--- config.mk ---
export PLATFORM = sky130hd
export DESIGN_NAME = reg_mux_pipe
export DESIGN_NICKNAME = d
export VERILOG_FILES = /design/src/rtl/reg_mux_pkg.sv /design/src/rtl/reg_mux_wr_slot.sv /design/src/rtl/reg_mux_pipe.sv
export SDC_FILE = /design/constraint.sdc
export NUM_CORES = 1
export LEC_CHECK = 0
export CAP_MARGIN = 20
export CORE_MARGIN = 4
export CORE_UTILIZATION = 32
export DETAILED_ROUTE_END_ITERATION = 8
export HOLD_SLACK_MARGIN = 0.08
export PLACE_DENSITY = 0.82
export SLEW_MARGIN = 5
export SYNTH_ARGS = -nofsm -noshare
export SYNTH_HDL_FRONTEND = slang
export SYNTH_SLANG_ARGS = --single-unit
--- constraint.sdc ---
create_clock -name clk_in -period 1.8 [get_ports clk_in]
set_clock_uncertainty 0.15 [all_clocks]
set_input_delay 0.36 -clock clk_in [delete_from_list [all_inputs] [get_ports clk_in]]
set_output_delay 0.36 -clock clk_in [all_outputs]
set_load 0.05 [all_outputs]
--- src/rtl/reg_mux_pkg.sv ---
// Shared types and constants for the registered CPU register-region multiplexer.
package reg_mux_pkg;

  typedef enum logic [1:0] {
    IDLE = 2'd0,
    WAIT = 2'd1,
    RESP = 2'd2
  } rd_state_t;

  // Returned on a bad channel or a read timeout; sized to DATA_WIDTH at the use site.
  localparam logic [31:0] TIMEOUT_WORD = 32'hDEADBEEF;

endpackage

--- src/rtl/reg_mux_wr_slot.sv ---
// One-entry write slice: holds channel and data until the addressed region takes it.
// Writes to channels >= NUM_RGNS are accepted and silently dropped.
module reg_mux_wr_slot
  import reg_mux_pkg::*;
#(
  parameter int NUM_RGNS   = 4,
  parameter int DATA_WIDTH = 32,
  parameter int CW         = 2
) (
  input  logic                  clk_i,
  input  logic                  rstN_i,
  input  logic                  en_i,
  input  logic [CW-1:0]         chan_i,
  input  logic                  valid_i,
  input  logic [DATA_WIDTH-1:0] data_i,
  output logic                  ready_o,
  output logic [NUM_RGNS-1:0]   muxValid_o,
  output logic [DATA_WIDTH-1:0] muxData_o,
  input  logic [NUM_RGNS-1:0]   muxReady_i
);

  logic                  full_q, full_d;
  logic [CW-1:0]         chan_q, chan_d;
  logic [DATA_WIDTH-1:0] data_q, data_d;
  logic [NUM_RGNS-1:0]   chanSel;
  logic                  drain;
  logic                  accept;
  logic                  chanOk;

  always_comb begin
    chanSel = '0;
    for (int r = 0; r < NUM_RGNS; r++) begin
      chanSel[r] = (chan_q == CW'(r));
    end
  end

  // A draining slot can be refilled in the same cycle, so ready covers both cases.
  assign drain   = full_q & (|(muxReady_i & chanSel));
  assign ready_o = en_i & (~full_q | drain);
  assign accept  = valid_i & ready_o;
  assign chanOk  = int'(chan_i) < NUM_RGNS;

  always_comb begin
    full_d = full_q;
    chan_d = chan_q;
    data_d = data_q;
    if (accept) begin
      full_d = chanOk;
      if (chanOk) begin
        chan_d = chan_i;
        data_d = data_i;
      end
    end else if (drain) begin
      full_d = 1'b0;
    end
  end

  always_ff @(posedge clk_i or negedge rstN_i) begin
    if (!rstN_i) begin
      full_q <= 1'b0;
      chan_q <= '0;
      data_q <= '0;
    end else begin
      full_q <= full_d;
      chan_q <= chan_d;
      data_q <= data_d;
    end
  end

  assign muxValid_o = {NUM_RGNS{full_q}} & chanSel;
  assign muxData_o  = data_q;

endmodule

--- src/rtl/reg_mux_pipe.sv ---
// Registered CPU register-region multiplexer: buffered write slice plus a read FSM.
// Optional read timeout enabled by defining REG_MUX_TIMEOUT_EN.
module reg_mux_pipe
  import reg_mux_pkg::*;
#(
  parameter int NUM_RGNS       = 4,
  parameter int DATA_WIDTH     = 32,
  parameter int TIMEOUT_CYCLES = 1024,
  localparam int CW            = (NUM_RGNS > 1) ? $clog2(NUM_RGNS) : 1
) (
  input  logic                           clk_in,
  input  logic                           rstN_in,
  input  logic [CW-1:0]                  cpuChan_in,
  input  logic                           cpuWrValid_in,
  input  logic [DATA_WIDTH-1:0]          cpuWrData_in,
  output logic                           cpuWrReady_out,
  input  logic                           cpuRdReqValid_in,
  output logic                           cpuRdReqReady_out,
  output logic [DATA_WIDTH-1:0]          cpuRdData_out,
  output logic                           cpuRdErr_out,
  output logic                           cpuRdValid_out,
  input  logic                           cpuRdReady_in,
  output logic [NUM_RGNS-1:0]            muxWrValid_out,
  output logic [DATA_WIDTH-1:0]          muxWrData_out,
  input  logic [NUM_RGNS-1:0]            muxWrReady_in,
  input  logic [NUM_RGNS*DATA_WIDTH-1:0] muxRdData_in,
  input  logic [NUM_RGNS-1:0]            muxRdValid_in,
  output logic [NUM_RGNS-1:0]            muxRdReady_out
);

  localparam logic [DATA_WIDTH-1:0] TIMEOUT_DATA = DATA_WIDTH'(TIMEOUT_WORD);

  if (NUM_RGNS < 1 || TIMEOUT_CYCLES < 1) begin : gBadParams
    $error("reg_mux_pipe: NUM_RGNS and TIMEOUT_CYCLES must be at least 1");
  end

  rd_state_t             state_q, state_d;
  logic [CW-1:0]         rdChan_q, rdChan_d;
  logic [DATA_WIDTH-1:0] rdData_q, rdData_d;
  logic                  rdErr_q, rdErr_d;
  logic                  rstDone_q;
  logic [NUM_RGNS-1:0]   rdSel;
  logic [DATA_WIDTH-1:0] rdMuxData;
  logic                  rdHit;
  logic                  rdChanOk;
  logic                  tmoHit;

  // Readies stay low until the first clock after reset release, so reset shows all-zero outputs.
  always_ff @(posedge clk_in or negedge rstN_in) begin
    if (!rstN_in) rstDone_q <= 1'b0;
    else          rstDone_q <= 1'b1;
  end

  reg_mux_wr_slot #(
    .NUM_RGNS  (NUM_RGNS),
    .DATA_WIDTH(DATA_WIDTH),
    .CW        (CW)
  ) u_wr_slot (
    .clk_i     (clk_in),
    .rstN_i    (rstN_in),
    .en_i      (rstDone_q),
    .chan_i    (cpuChan_in),
    .valid_i   (cpuWrValid_in),
    .data_i    (cpuWrData_in),
    .ready_o   (cpuWrReady_out),
    .muxValid_o(muxWrValid_out),
    .muxData_o (muxWrData_out),
    .muxReady_i(muxWrReady_in)
  );

  always_comb begin
    rdSel     = '0;
    rdMuxData = '0;
    for (int r = 0; r < NUM_RGNS; r++) begin
      rdSel[r] = (rdChan_q == CW'(r));
      if (rdChan_q == CW'(r)) rdMuxData = muxRdData_in[r*DATA_WIDTH +: DATA_WIDTH];
    end
  end

  assign rdHit    = |(muxRdValid_in & rdSel);
  assign rdChanOk = int'(cpuChan_in) < NUM_RGNS;

`ifdef REG_MUX_TIMEOUT_EN
  localparam int TW = $clog2(TIMEOUT_CYCLES + 1);
  logic [TW-1:0] tmoCnt_q, tmoCnt_d;

  assign tmoCnt_d = (state_q == WAIT) ? tmoCnt_q + TW'(1) : '0;
  assign tmoHit   = (state_q == WAIT) && (tmoCnt_q == TW'(TIMEOUT_CYCLES - 1));

  always_ff @(posedge clk_in or negedge rstN_in) begin
    if (!rstN_in) tmoCnt_q <= '0;
    else          tmoCnt_q <= tmoCnt_d;
  end
`else
  assign tmoHit = 1'b0;
`endif

  always_comb begin
    state_d           = state_q;
    rdChan_d          = rdChan_q;
    rdData_d          = rdData_q;
    rdErr_d           = rdErr_q;
    cpuRdReqReady_out = 1'b0;
    cpuRdValid_out    = 1'b0;
    muxRdReady_out    = '0;
    unique case (state_q)
      IDLE: begin
        cpuRdReqReady_out = rstDone_q;
        if (cpuRdReqValid_in && rstDone_q) begin
          rdChan_d = cpuChan_in;
          if (rdChanOk) begin
            state_d = WAIT;
          end else begin
            state_d  = RESP;
            rdData_d = TIMEOUT_DATA;
            rdErr_d  = 1'b1;
          end
        end
      end
      WAIT: begin
        muxRdReady_out = rdSel;
        // Region data takes priority over a timeout that expires in the same cycle.
        if (rdHit) begin
          state_d  = RESP;
          rdData_d = rdMuxData;
          rdErr_d  = 1'b0;
        end else if (tmoHit) begin
          state_d  = RESP;
          rdData_d = TIMEOUT_DATA;
          rdErr_d  = 1'b1;
        end
      end
      RESP: begin
        cpuRdValid_out = 1'b1;
        if (cpuRdReady_in) state_d = IDLE;
      end
      default: state_d = IDLE;
    endcase
  end

  always_ff @(posedge clk_in or negedge rstN_in) begin
    if (!rstN_in) begin
      state_q  <= IDLE;
      rdChan_q <= '0;
      rdData_q <= '0;
      rdErr_q  <= 1'b0;
    end else begin
      state_q  <= state_d;
      rdChan_q <= rdChan_d;
      rdData_q <= rdData_d;
      rdErr_q  <= rdErr_d;
    end
  end

  assign cpuRdData_out = rdData_q;
  assign cpuRdErr_out  = rdErr_q;

endmodule
==> flow_summary.toml <==
[drt]
vias_per_cell = 4.90
drt-total-wl_um = 13700
ant_nets = 0
drc_errors = 0
wl_per_cell_um = 21.1
drtIter0Drc = 140
drt-pass1-iter-count = 4
vias = 3192

[finish]
area_growth_pct = 107
drive_gt1_frac = 0.499
fin_cells = 651
nFillCells = 769
final_area_sq_um = 7450
diodes = 0
final_core_util = 0.681
nets = 681
multiInputGateArea_sq_um = 2080
regArea_sq_um = 1810

[sta]
tns_ns = -8.39
min_period_ns = 2.05
hold_viol = 0
setup_ws_ns = -0.252
max_freq_mhz = 487
finalCritPeriodShare = 1.14
final-setup-viol-count = 75
finalMaxSlewViolations = 0
rsz0062_at_grt = "yes"
holdWs_ns = 0.360

[synthesis]
synthesis.nets = 394
synth.top_cell.area_share = 0.500
synthTopCellsByCount = "dfrtp_1 (72), mux2_2 (66), mux4_2 (33), buf_2 (7), nand2_1 (6)"
ys_dominant_reg_cell = "dfrtp_1"
synth-seq-cells = 72
postSynthCellCount = 219
synth_most_common_cell = "dfrtp_1"
synth_edf_count = 0
yosysSeqAreaShare = 0.500
synth_area_sq_um = 3600
synthArstFlopShare = 1.00
ys_warn_count = 0
yosys-top-cells-area = "dfrtp_1 (50%), mux2_2 (21%), mux4_2 (21%), buf_2 (0.97%), buf_6 (0.94%)"
syn_area_per_cell_sq_um = 16.5
synth_top_cell_by_area = "dfrtp_1"
synth_cell_types = 25

[global_route]
first_global_vias = 3716
top_usage_layer = "met2"
grt_pass1_wl_um = 20000
grt_start_max_net_pins = 73
antenna_found_initial = 0
overflow = 0
grt_util_all_layers = 0.203
gr-usage-met3 = 0.0391
met1_usage = 0.225
grt_use_met2 = 0.373

[place]
gp_congestion = 0.817
place_inst = 608
port_buffers = 249
hpwl_um = 9970
preCtsSetupSlack_ns = -0.428
place_area_sq_um = 6470

[critical_path]
max_stage_delay_ns = 0.46
cp_data_arrival_time_ns = 1.54
criticalPathCategory = "flop to primary output"
cp_slowest_cell = "dfrtp_2"
crit_fanout = 3
cp.required_ns = 1.29
start_kind = "flop"
cp-end-kind = "primary output"
crit_chain = "mux2i_4, a22oi_2, and2_4, buf_12"

[power]
p_per_area_nw_per_um2 = 1720
finalPower_mw = 12.8
ir_drop_v = 0.000997
power_leakage_nw = 3.29

[floorplan]
die_height_um = 114
ios = 251
initial_core_util = 0.330
core_area_sq_um = 10900
dieArea_sq_um = 13000
num_rows = 38
die_x_um = 114

[cts]
htreeDepth = 3
cts_root_buf = "clkbuf_16"
clockBufferDepth = 2
numClockSinks = 72
clk_transition_reported_paths_ns = 0.06
clk_latency_ns = 0.33
cts_tree = "done"
cts_buffers = 9

[outcome]
violations = "setup timing"
outcome = "finished with violations"

[job]
cap_violations = 0

[hold_path]
min_path_type = "flop to flop"
path summary, 6_finish.rpt:
path	depth (start not counted)	slack, ns	start	endpoint
min in group asynchronous	3	0.45	rstN_in	u_wr_slot.muxData_o[24]$_DFFE_PN0P_
max	4	-0.25	u_wr_slot.chan_q[1]$_DFFE_PN0P_	cpuWrReady_out
min reg2reg	1	0.36	cpuRdData_out[30]$_DFFE_PN0P_	cpuRdData_out[30]$_DFFE_PN0P_
max reg2reg	5	-0.19	rdChan_q[0]$_DFFE_PN0P_	cpuRdData_out[20]$_DFFE_PN0P_
max in group asynchronous	3	0.70	rstN_in	rdChan_q[0]$_DFFE_PN0P_
min	1	0.36	cpuRdData_out[30]$_DFFE_PN0P_	cpuRdData_out[30]$_DFFE_PN0P_
per-layer routing:
metal	up-vias	wire length (um)	share of wire
li1	1416	-	-
met3	28	891	0.065
met1	1598	5090	0.37
met4	0	430	0.031
met5	-	0	0
met2	150	7330	0.53
layout by cell type (no fill, tap or decap), drive strengths merged, types with 3 or more instances in the layout:
master	n
clkbuf	15
nor2b	3
clkdlybuf4s50	173
and2	3
mux4	33
nand2	6
mux2	68
buf	114
dfrtp	72
clkinv	3
report_power, final:
part / switching, mW / internal (mW) / total [mW]
registers: 0.489 / 2.30 / 2.79
logic: 4.22 / 4.07 / 8.29
clock network: 0.645 / 1.10 / 1.75
state kept, by name, summed over array words and instances (netlist names):
signal and cells:
cpuRdData_out 32, u_wr_slot.muxData_o 32, rdChan_q 2, state_q 2, u_wr_slot.chan_q 2, rstDone_q 1
u_wr_slot.full_q 1
worst max-delay path, delay by kind of cell, from the launching register on:
kind / cells / cell delay, ns
compound gates: 1 / 0.22
buf+inv: 1 / 0.13
flops: 1 / 0.46
mux: 1 / 0.22
simple gates: 1 / 0.18
cell families (layout without fill, tap and decap cells):
logic type,count (synthesis),after routing,share of synthesized area
multiplexers,103,103,0.424
flip-flops,72,72,0.500
AND/OR/NAND/NOR,22,22,0.0344
buffers and inverters,15,307,0.0253
AO/OA/AOI/OAI,5,5,0.0142
other,2,2,0.00208
layout make-up:
class,instances,area share
sequential,72,0.243
clock buffer,12,0.0331
timing repair buffer,291,0.415
clock inverter,4,0.00605
tap,140,0.0235
multi-input combinational,132,0.280
what timing repair did:
| action | CTS | global route |
|---|---|---|
| resized for setup | 73 | 11 |
| setup endpoints to repair | 74 | 76 |
| pin swaps | 5 | 6 |
| setup buffers | 11 | 10 |
| hold buffers | 1 | 0 |
| endpoints found under the hold margin | 72 | 0 |
| cloned | 8 | 3 |
(Power assumes the default switching activity.)
